### config.mk
export PLATFORM = sky130hd
export DESIGN_NAME = alu_reg
export DESIGN_NICKNAME = d
export VERILOG_FILES = /design/src/rtl/alu_reg.sv
export SDC_FILE = /design/constraint.sdc
export NUM_CORES = 1
export LEC_CHECK = 0
export CELL_PAD_IN_SITES_DETAIL_PLACEMENT = 1
export CELL_PAD_IN_SITES_GLOBAL_PLACEMENT = 2
export CORE_ASPECT_RATIO = 0.5
export CORE_MARGIN = 2
export CORE_UTILIZATION = 34
export CTS_CLUSTER_SIZE = 10
export DETAILED_ROUTE_END_ITERATION = 6
export HOLD_SLACK_MARGIN = 0.1
export PLACE_DENSITY = 0.95
export REMOVE_ABC_BUFFERS = 1
export SLEW_MARGIN = 0
export SYNTH_ARGS = -nofsm -noshare
export SYNTH_HDL_FRONTEND = slang
export SYNTH_SLANG_ARGS = --single-unit
### constraint.sdc
create_clock -name clk -period 2.18 [get_ports clk]
set_input_delay 0.436 -clock clk [delete_from_list [all_inputs] [get_ports clk]]
set_output_delay 0.436 -clock clk [all_outputs]
set_load 0.01 [all_outputs]
### src/rtl/alu_reg.sv
// alu_reg: 32-bit integer ALU with registered result, zero and overflow flags.
// Supports ADD, SUB, AND and OR. Each accepted op shows up one clock later.
// Optional feature: define ALU_CARRY_OUT_EN to add the registered carry/no-borrow output C.

module alu_reg #(
    parameter int WIDTH = 32
) (
    input  logic             clk,
    input  logic             rst_n,
    input  logic             in_valid,
    input  logic [WIDTH-1:0] X,
    input  logic [WIDTH-1:0] Y,
    input  logic [1:0]       Aluc,
    output logic             out_valid,
    output logic [WIDTH-1:0] R,
    output logic             Z,
`ifdef ALU_CARRY_OUT_EN
    output logic             V,
    output logic             C
`else
    output logic             V
`endif
);

    localparam logic [1:0] OP_ADD = 2'b00;
    localparam logic [1:0] OP_SUB = 2'b01;
    localparam logic [1:0] OP_AND = 2'b10;
    localparam logic [1:0] OP_OR  = 2'b11;

    logic [WIDTH-1:0] res_next;
    logic             zero_next;
    logic             ovf_next;
`ifdef ALU_CARRY_OUT_EN
    logic             carry_next;
`endif

    // Combinational datapath: result and flags for the op presented this cycle
    always_comb begin
        res_next  = '0;
        ovf_next  = 1'b0;
`ifdef ALU_CARRY_OUT_EN
        carry_next = 1'b0;
`endif
        case (Aluc)
            OP_ADD: begin
`ifdef ALU_CARRY_OUT_EN
                {carry_next, res_next} = {1'b0, X} + {1'b0, Y};
`else
                res_next = X + Y;
`endif
                ovf_next = (X[WIDTH-1] == Y[WIDTH-1]) && (res_next[WIDTH-1] != X[WIDTH-1]);
            end
            OP_SUB: begin
`ifdef ALU_CARRY_OUT_EN
                {carry_next, res_next} = {1'b0, X} + {1'b0, ~Y} + {{WIDTH{1'b0}}, 1'b1};
`else
                res_next = X + ~Y + {{(WIDTH-1){1'b0}}, 1'b1};
`endif
                ovf_next = (X[WIDTH-1] != Y[WIDTH-1]) && (res_next[WIDTH-1] != X[WIDTH-1]);
            end
            OP_AND: begin
                res_next = X & Y;
            end
            OP_OR: begin
                res_next = X | Y;
            end
            default: begin
                res_next = '0;
            end
        endcase
        zero_next = (res_next == '0);
    end

    // Output registers: capture on accepted ops, hold otherwise; valid pulses per accepted op
    always_ff @(posedge clk or negedge rst_n) begin
        if (!rst_n) begin
            out_valid <= 1'b0;
            R         <= '0;
            Z         <= 1'b0;
            V         <= 1'b0;
`ifdef ALU_CARRY_OUT_EN
            C         <= 1'b0;
`endif
        end else begin
            out_valid <= in_valid;
            if (in_valid) begin
                R <= res_next;
                Z <= zero_next;
                V <= ovf_next;
`ifdef ALU_CARRY_OUT_EN
                C <= carry_next;
`endif
            end
        end
    end

endmodule

==> reports/qor.yml, run 1 <==
overflow: 867
track_usage: 0.8906
status: "stopped before the end"
synth-edff-count: 0
cts-hold-fix-buffers: 0
ctsRootBufferMaster: "clkbuf_16"
clockBufferDepth: 2
port-buffer-count: 103
die_h_um: 102.5
synthCells: 903
synth-seq-cells: 35
rows: 35
synth-main-ff-cell: "dfrtp_1"
cts_buffers: 5
synth_area_um2: 6598
die_w_um: 201
io_pins: 104
gp_congestion: 1.006
seq_area_frac_synth: 0.1328
lastStage: "5_1_grt"
error: "[ERROR GRT-0232] Routing congestion too high. Check the congestion heatmap in the GUI."
avgSynthCellArea_um2: 7.306
cts_max_level: 2
clock-sinks: 35
dp_cells: 1550
ys_async_sr_fraction: 1.000
start_util: 0.3528
grt_max_degree: 43
synth_cell_types: 87
ys_warn_count: 0
place.detailed.hpwl_um: 27570
==> through the flow <==
| step | setup TNS [ps] | hold slack (ps) | setup slack [ps] | area, um2 |
|---|---|---|---|---|
| after CTS | -17460 | 510.7 | -1423 | 12960 |
| after global placement | -42170 | 469.1 | -2069 | 10310 |
| after floorplan | -13370 | 140.4 | -1296 | 6360 |
| after detailed placement | -48160 | 471.8 | -2366 | 10310 |
==> per-layer routing <==
metal | GRT overflow | track usage
met1 | 16 | 0.8302
met2 | 573 | 1.116
met3 | 11 | 0.7203
met4 | 266 | 1.042
met5 | 1 | 0.3170
==> Yosys cell counts, types with 10 or more instances <==
cell type | count | share of area
nor2_1 | 71 | 0.040
inv_1 | 101 | 0.057
dfrtp_1 | 35 | 0.13
o31ai_1 | 16 | 0.018
ha_1 | 95 | 0.18
a21o_1 | 14 | 0.016
a21oi_1 | 90 | 0.068
o21ai_0 | 50 | 0.038
a31oi_1 | 11 | 0.010
nor2b_1 | 12 | 0.011
clkbuf_1 | 36 | 0.020
xnor2_1 | 18 | 0.024
o211ai_1 | 16 | 0.018
mux2_2 | 13 | 0.022
a211oi_1 | 13 | 0.015
o21a_1 | 10 | 0.011
nand2_1 | 80 | 0.046
nand4_1 | 14 | 0.013
nor3_1 | 26 | 0.020
==> cell families after synthesis <==
| group | Yosys count | synth area share |
|---|---|---|
| mux | 26 | 0.04950 |
| flops | 35 | 0.1328 |
| fa+ha+maj | 97 | 0.1862 |
| xor+xnor | 24 | 0.03186 |
| buf+inv | 156 | 0.09406 |
| simple gates | 261 | 0.1944 |
| compound gates | 304 | 0.3112 |
==> repair_timing <==
item	4_1_cts
setup buffers	88
pin swaps	144
setup endpoints to repair	33
gates resized for setup	585
==> inputs of run 2 (changes only) <==
CELL_PAD_IN_SITES_DETAIL_PLACEMENT = default   (was 1)
CELL_PAD_IN_SITES_GLOBAL_PLACEMENT = default   (was 2)
CORE_ASPECT_RATIO = default   (was 0.5)
CORE_UTILIZATION = 35   (was 34)
CTS_CLUSTER_SIZE = default   (was 10)
HOLD_SLACK_MARGIN = default   (was 0.1)
PLACE_DENSITY = default   (was 0.95)
PLACE_DENSITY_LB_ADDON = 0.15   (was default)
==> run 2 against run 1 <==
- the flow now finishes, with violations (setup timing)
- synthesized cell count did not move
- area after synthesis did not move
==> reports/qor.yml, run 2 <==
slew_headroom: 0.5792
ys_warn_count: 0  # unchanged
combPwrFrac: 0.694
drt_wl_total_um: 30780
cts_max_level: 2  # unchanged
crit_chain: "buf_8 > clkinv_4 > ha_4 > inv_2 > fa_2 > nor2b_4 > o311a_4 > o21ba_4 > o31ai_4 > buf_4 > o21ai_4 > buf_6 > a221oi_2 > nand2_1 > and4bb_2 > nand4_1 > or4_4 > o2bb2ai_4"
ys_async_sr_fraction: 1.000  # unchanged
grt_first_pass_wirelength_um: 46310
dp_cells: 1513  # -2.4%
rows: 50  # +43%
postRouteAntennaNets: 0
synth_common_cells: "inv_1, ha_1, a21oi_1"
port-buffer-count: 103  # unchanged
cp.arrival_ps: 3810
ctsRootBufferMaster: "clkbuf_16"
seq_area_frac_synth: 0.1328  # unchanged
finalNonFillerCells: 1618
p_int_mw: 3.294
nets: 1549
synthCells: 903  # unchanged
min_period_ps: 3577
clockBufferDepth: 2  # unchanged
io_pins: 104  # unchanged
synthXorXnorAreaFrac: 0.03186  # unchanged
yosysMostFrequentCell: "inv_1"
mostFrequentLayoutCells: "buf_4, buf_6, nand2_1, nor2_1, ha_1"
synth_cell_types: 87  # unchanged
synth.largest_area_cell: "ha_1"
synth-main-ff-cell: "dfrtp_1"
worst_ep_required_time_ps: 2410
gp_congestion: 0.9397  # -6.6%
synth_top_family_by_area: "compound AO/OA/AOI/OAI gates"
final.setup_skew_ps: 0
synth_area_um2: 6598  # unchanged
p_per_area_nw_per_um2: 416.7
maxSlewViolCount: 0
hold_violations: 0
synth_top_area_share: 0.1802  # unchanged
cp-end-kind: "register"
reg2reg_depth: 1
final_cell_area_um2: 13260
cts-hold-fix-buffers: 0  # unchanged
synthSimpleGateAreaFrac: 0.1944  # unchanged
cts.clk_slew.worst_paths_ps: 70
avgSynthCellArea_um2: 7.306  # unchanged
final_common_cell: "buf_4"
hold_path_class: "primary input to asynchronous set/reset pin"
power_frac_seq: 0.150
use_met2: 0.4867
overflow: 0
cap_violations: 0
p_leak_nw: 5.923
drtIter0Drc: 670
synth_fa_ha_area_frac: 0.1862  # unchanged
fin_ws_ps: -1397
antenna_found_initial: 0
start_util: 0.3551  # +0.002257
fmax_mhz: 279.6
dp_worst_setup_slack_ps: -2150  # +216.0 ps
worstSetupPathType: "primary input to register"
cts_tree: "yes"
crit_slowest_cell: "or4_4"
slowest_delay_ps: 510
regMostFlops: "R"
p_sw_frac: 0.4036
grt_pass1_vias: 8974
gr-usage-met1: 0.3879
fillCellCount: 1336
synth-seq-cells: 35  # unchanged
drc_errors: 0
tns_ps: -16770
setup_viol: 29
track_usage: 0.2889
vias_per_cell: 5.600
cts_buffers: 5  # unchanged
crit_fanout: 2
synth_top_cells_by_area: "ha_1, dfrtp_1, a21oi_1, inv_1, nand2_1"
path_buf_inv: 5
timing.rr.start: "R[17]"
drive_gt1_frac: 0.5744
rsz0062_at_grt: "true"
reg2reg_to: "R[17]"
synth-edff-count: 0  # unchanged
vias: 9060
wl_per_cell_um: 19.03
violations: "setup timing"
die_w_um: 141.3  # -30%
p_switching_mw: 2.229
post_dp_cell_area_um2: 10160  # -1.5%
r2r_slack_ps: 1350
p_clk_frac: 0.156
largest_reg_flops: 32
finalCritPeriodShare: 1.641
grt_max_degree: 43
gr-max-usage-layer: "met2"
path_delay_family: "compound AO/OA/AOI/OAI gates"
clk_latency_ps: 290
core_area_um2: 18580
area_delta_synth_final_pct: 100.9
setup.worst_path.start_class: "primary input"
n_antenna_cell: 0
first_pass_iters: 5
synthMuxAreaShare: 0.04950  # unchanged
die_h_um: 141.3  # +38%
clock-sinks: 35  # unchanged
tightest_slew_ps: 630.5
peakVddDrop_uv: 335.4
place.detailed.hpwl_um: 21490  # -22%
final_core_util: 0.7135
status: "finished, violations left"
die-area_um2: 19960
gr-usage-met3: 0.02869
synth_compound_area_frac: 0.3112  # unchanged
run 2: cell counts after synthesis:
Identical to the previous run, type by type.
run 2: layout make-up:
type	instances	area, um2	area share
Tap cell	234	292.8	0.02209
Timing Repair Buffer	527	4474	0.3375
Inverter	102	414.1	0.03124
Multi-Input combinational cell	712	7030	0.5303
Clock inverter	3	43.79	0.003303
Clock buffer	5	125.1	0.009438
Sequential cell	35	875.8	0.06607
run 2: through the flow:
step	power, mW	hold slack [ps]
floorplan	2.008	140.4
global placement	3.511	458.7
detailed placement	3.535	461.1
CTS	5.122	145.8
global route	5.790	176.4
finish	5.524	130.0
run 2: timing repair:
item                                    CTS  global route
endpoints found under the setup margin   33            30
setup buffers                            75            54
gates resized for setup                 494           182
pin swaps                               130           134
run 2: power groups by stage:
stage	registers (mW)	logic [mW]	clock network (mW)
6_report	0.828	3.84	0.860
5_1_grt	0.839	4.06	0.893
4_1_cts	0.823	3.43	0.867
3_5_place_dp	0.833	2.70	0
3_3_place_gp	0.828	2.68	0
2_1_floorplan	0.873	1.13	0
run 2: how the worst max path moves through the flow:
| stage | start | to | slack, ps | cells past startpoint |
|---|---|---|---|---|
| 2_1_floorplan | X[0] | Z | -1300 | 15 |
| 3_3_place_gp | Y[16] | Z | -2020 | 15 |
| 3_5_place_dp | Y[0] | Z | -2150 | 15 |
| 4_1_cts | Y[0] | Z | -1340 | 14 |
| 5_1_grt | X[0] | Z | -1460 | 18 |
| 6_report | X[0] | Z | -1400 | 18 |
run 2: kinds of logic (layout without fill, tap and decap cells):
| logic type | after synthesis | after routing |
|---|---|---|
| muxes | 26 | 26 |
| xor gates and xnor gates | 24 | 24 |
| DFF | 35 | 35 |
| and+or+nand+nor | 261 | 261 |
| buffers and inverters | 156 | 637 |
| AOI/OAI and AO/OA | 304 | 304 |
| adders and majority gates | 97 | 97 |
run 2: per-layer routing:
metal / routed length [um] / vias up / part of all wire
li1: - / 4220 / -
met1: 13140 / 4348 / 0.43
met2: 14620 / 393 / 0.48
met3: 1775 / 99 / 0.058
met4: 1242 / 0 / 0.040
met5: 0 / - / 0
No activity file was read; power rests on OpenSTA's default activity.
